--- config.mk ---
export PLATFORM = sky130hd
export DESIGN_NAME = c8_count_seq
export DESIGN_NICKNAME = d
export VERILOG_FILES = /design/src/rtl/c8_count_seq.sv
export SDC_FILE = /design/constraint.sdc
export NUM_CORES = 1
export LEC_CHECK = 0
export CORE_MARGIN = 2
export CORE_UTILIZATION = 50
export CTS_BUF_LIST = sky130_fd_sc_hd__clkbuf_4
export DETAILED_ROUTE_END_ITERATION = 8
export GPL_ROUTABILITY_DRIVEN = 0
export PLACE_DENSITY = 0.77
export SYNTH_ARGS = -nofsm -noshare
export SYNTH_HDL_FRONTEND = slang
export SYNTH_SLANG_ARGS = --single-unit
--- constraint.sdc ---
create_clock -name clk_pad -period 5.33 [get_ports clk_pad]
set_clock_uncertainty 0.2 [all_clocks]
set_input_delay 1.599 -clock clk_pad [delete_from_list [all_inputs] [get_ports clk_pad]]
set_output_delay 1.599 -clock clk_pad [all_outputs]
set_load 0.05 [all_outputs]
--- src/rtl/c8_count_seq.sv ---
// c8_count_seq: registered load/decrement counter with valid/ready parallel load and terminal-count pulse.
// Optional feature macro: C8_AUTO_RELOAD_EN (auto-reload of the last handshake value after each terminal count).
module c8_count_seq #(
  parameter int WIDTH    = 8,
  parameter int PRESCALE = 1
) (
  input  logic             clk_pad,
  input  logic             rst_n_pad,
  input  logic             load_valid_pad,
  output logic             load_ready_pad,
  input  logic             src_sel_pad,
  input  logic [WIDTH-1:0] bank_a_pad,
  input  logic [WIDTH-1:0] bank_b_pad,
  input  logic             count_en_pad,
  input  logic             abort_pad,
  output logic [WIDTH-1:0] count_pad,
  output logic             busy_pad,
  output logic             tc_pad
);

  typedef enum logic [1:0] {
    S_IDLE  = 2'd0,
    S_LOAD  = 2'd1,
    S_COUNT = 2'd2,
    S_DONE  = 2'd3
  } state_t;

  localparam logic [7:0]       PRESC_LAST = 8'(PRESCALE - 1);
  localparam logic [WIDTH-1:0] ONE        = WIDTH'(1);

  state_t           state_q, state_d;
  logic [WIDTH-1:0] count_q, count_d;
  logic [7:0]       presc_q, presc_d;
  logic             ready_q, ready_d;
  logic [WIDTH-1:0] load_word;
  logic             handshake;

`ifdef C8_AUTO_RELOAD_EN
  logic [WIDTH-1:0] reload_q, reload_d;
`endif

  assign load_word = src_sel_pad ? bank_b_pad : bank_a_pad;
  // ready is registered so it stays low until the first edge after reset release.
  assign handshake = load_valid_pad && ready_q && !abort_pad;

  // NOTE: every signal driven here gets a default first, so no path leaves one unassigned (no latches).
  always_comb begin
    state_d = state_q;
    count_d = count_q;
    presc_d = presc_q;
`ifdef C8_AUTO_RELOAD_EN
    reload_d = reload_q;
`endif

    unique case (state_q)
      S_IDLE: begin
        if (handshake) begin
          count_d = load_word;
          presc_d = '0;
          state_d = S_LOAD;
`ifdef C8_AUTO_RELOAD_EN
          reload_d = load_word;
`endif
        end
      end

      S_LOAD: begin
        presc_d = '0;
        state_d = (count_q == '0) ? S_DONE : S_COUNT;
      end

      S_COUNT: begin
        if (count_en_pad) begin
          if (presc_q == PRESC_LAST) begin
            presc_d = '0;
            // Saturate at zero; the 1->0 step is the terminal one.
            if (count_q != '0) count_d = count_q - ONE;
            if (count_q <= ONE) state_d = S_DONE;
          end else begin
            presc_d = presc_q + 8'd1;
          end
        end
      end

      S_DONE: begin
`ifdef C8_AUTO_RELOAD_EN
        count_d = reload_q;
        presc_d = '0;
        state_d = S_LOAD;
`else
        state_d = S_IDLE;
`endif
      end

      default: state_d = S_IDLE;
    endcase

    // Abort wins over everything: count word holds, prescaler clears.
    if (abort_pad) begin
      state_d = S_IDLE;
      count_d = count_q;
      presc_d = '0;
`ifdef C8_AUTO_RELOAD_EN
      reload_d = reload_q;
`endif
    end

    ready_d = (state_d == S_IDLE);
  end

  // NOTE: state registers use non-blocking assignments so all flops update together at the edge.
  always_ff @(posedge clk_pad or negedge rst_n_pad) begin
    if (!rst_n_pad) begin
      state_q <= S_IDLE;
      count_q <= '0;
      presc_q <= '0;
      ready_q <= 1'b0;
    end else begin
      state_q <= state_d;
      count_q <= count_d;
      presc_q <= presc_d;
      ready_q <= ready_d;
    end
  end

`ifdef C8_AUTO_RELOAD_EN
  always_ff @(posedge clk_pad or negedge rst_n_pad) begin
    if (!rst_n_pad) reload_q <= '0;
    else            reload_q <= reload_d;
  end
`endif

  assign load_ready_pad = ready_q;
  assign count_pad      = count_q;
  assign busy_pad       = (state_q == S_LOAD) || (state_q == S_COUNT);
  assign tc_pad         = (state_q == S_DONE) && !abort_pad;

endmodule
==> results.txt <==
Mapped Cells: 157
Clk pwr share: 11.0%
HP Class: reg -> reg
CTS Hold Bufs: 0
Final period util: 92.1%
Flop pwr share: 32.6%
initial antenna violation count: 0
worst skew pair latency: 0.31 ns
first-pass GRT wire length: 5510 µm
critical path fanouts, max: 6
Rel. slew slack: 42.3%
count of state elements after synthesis: 19
Tmin final: 4.91 ns
syn nets: 188
combinational power share: 56.5%
placed cell count: 214
post-synthesis sequential area ratio: 34.2%
Die Span X: 56.8 µm
starting density of the core: 51.3%
HPWL Detailed: 2470 µm
gr usage total: 22.0%
routed len/inst: 15.4 µm
core region area: 2710 µm²
final wirelength: 3350 µm
number of synthesized flops with an enable pin: 0
Yosys Warn Count: 0
root buffer cell: clkbuf_4
Max Cap Viol: 0
clock tree from TritonCTS: built
htree depth: 1
non-filler cells, final: 218
I/O Buffers: 32
Via density: 5.89
synthesized area per cell: 8.86 µm²
Via Count: 1,284
DR iter-0 viols: 41
Pwr Density: 425 nW/µm²
die height: 56.8 µm
CP arrival: 3.11 ns
outcome: finished clean
top cells by count, synth: dfrtp_1, nand2_1, a21oi_1
Peak supply drop: 0.000376 V
die area: 3220 µm²
P&R area growth vs syn: 26.2%
synth top area cells: dfrtp_1, ha_1, mux2_2, nor4_4, a21oi_1
Sum Neg Setup Slack: 0 ns
Slew Limit Fails: 0
vias in the first global route: 1,237
clk sinks: 19
Mapped Area: 1390 µm²
switching fraction of total power: 50.5%
net switching power: 377 µW
top cell type's share of synthesized area: 34.2%
Worst Setup Path Type: in -> out
Leak Pwr: 0.000703 µW
CTS Buffer Depth: 2
GR Overflow Total: 0
total CTS buffers: 3
layout cells sized above 1: 10.7%
Antenna Nets Post-Route: 0
cell accounting for the most synthesized area: dfrtp_1
# rows: 19
Critical Path RT: 3.53 ns
Setup-failing EPs final: 0
Clock Pin Slew Worst Setup and Hold Paths: 0.11 ns
# DRC: 0
Setup Buffers After CTS: 0
Worst Setup Start Kind: primary input
FF-to-FF Start: state_q[0]
post-synth cell types: 40
Hold Startpoint: presc_q[2]
Async SR Flop Fraction: 100%
f_max: 204 MHz
Nets: 219
Worst Setup SP: abort_pad
Pint: 369 µW
worst-margin pin slew: 0.865 ns
Post-Route Utilization: 64.8%
RSZ-0062 raised after global routing: no
cts repair resizes: 0
drt pass-1 iters: 4
io pins: 33
most numerous cell in the Yosys netlist: dfrtp_1
Final Hold Viols: 0
crit path capture type: output pin
largest net degree at the start of global routing: 28
# diodes: 0
Synth Flop Type: dfrtp_1
## area by class of cell
| cell class | instances | area, µm² |
|---|---|---|
| fill | 251 | 955 |
| multi-input combinational | 125 | 865 |
| sequential | 19 | 475 |
| timing repair buffer | 32 | 320 |
| tap | 31 | 38.8 |
| clock buffer | 4 | 30.0 |
| inverter | 7 | 26.3 |
## worst max-delay path: stages
cell and delay (ns):
clkdlybuf4s50_1 0.54, nor2b_1 0.16, clkdlybuf4s50_1 0.81
## metrics by stage
step | hold slack, ns | setup WS, ns | power (µW) | area (µm²)
2_1_floorplan | 0.282 | 1.24 | 525 | 1390
3_3_place_gp | 0.317 | 0.449 | 649 | 1730
3_5_place_dp | 0.330 | 0.416 | 663 | 1730
4_1_cts | 0.347 | 0.422 | 748 | 1760
5_1_grt | 0.363 | 0.390 | 790 | 1760
6_report | 0.347 | 0.423 | 746 | 1760
## path summary, 6_finish.rpt
check	endpoint	slack, ns	cells past startpoint
min reg2reg	presc_q[2]	0.35	1
min in group asynchronous	count_pad[7]	1.56	1
max in group asynchronous	count_pad[2]	2.84	1
min	presc_q[2]	0.35	1
max	tc_pad	0.42	3
max reg2reg	count_pad[3]	2.40	6
## layout by cell type (no fill, tap or decap), drive strengths merged, types with 5 or more instances in the layout
cell / netlist / routed
clkdlybuf4s50: 0 / 32
dfrtp: 19 / 19
o21ai: 15 / 15
nand2: 13 / 13
a21oi: 11 / 11
nor2: 10 / 10
nand3: 10 / 10
ha: 9 / 9
inv: 7 / 7
mux2: 6 / 6
nor3: 6 / 6
a31oi: 6 / 6
nor2b: 5 / 5
and3: 5 / 5
## flip-flops by register name, indices dropped and copies added, names as in the netlist
name / count
count_pad: 8
state_q: 2
presc_q: 8
load_ready_pad: 1
## layer usage
layer | wire [µm] | vias to the layer above | GRT usage [%] | part of all wire [%]
li1 | - | 628 | - | -
met1 | 1470 | 620 | 25.1 | 44
met2 | 1640 | 29 | 38.0 | 49
met3 | 159 | 7 | 4.38 | 4.7
met4 | 78 | 0 | 12.3 | 2.3
met5 | 0 | - | 0 | 0
## power by group through the flow
stage | clock [µW] | sequential (µW) | combinational, µW
after detailed placement | 0 | 244 | 419
after floorplan | 0 | 344 | 181
final | 81.8 | 243 | 421
after CTS | 82.8 | 243 | 422
after global routing | 86.9 | 252 | 451
after global placement | 0 | 242 | 407
## logic make-up (layout without fill, tap and decap cells)
kind of cell	after synthesis	count (layout)	synth area share (%)
compound gates	43	43	19.3
fa+ha+maj	9	9	8.09
buf+inv	13	43	3.69
flops	19	19	34.2
mux	6	6	4.86
simple gates	67	67	29.9
No activity file was read; power rests on OpenSTA's default activity.
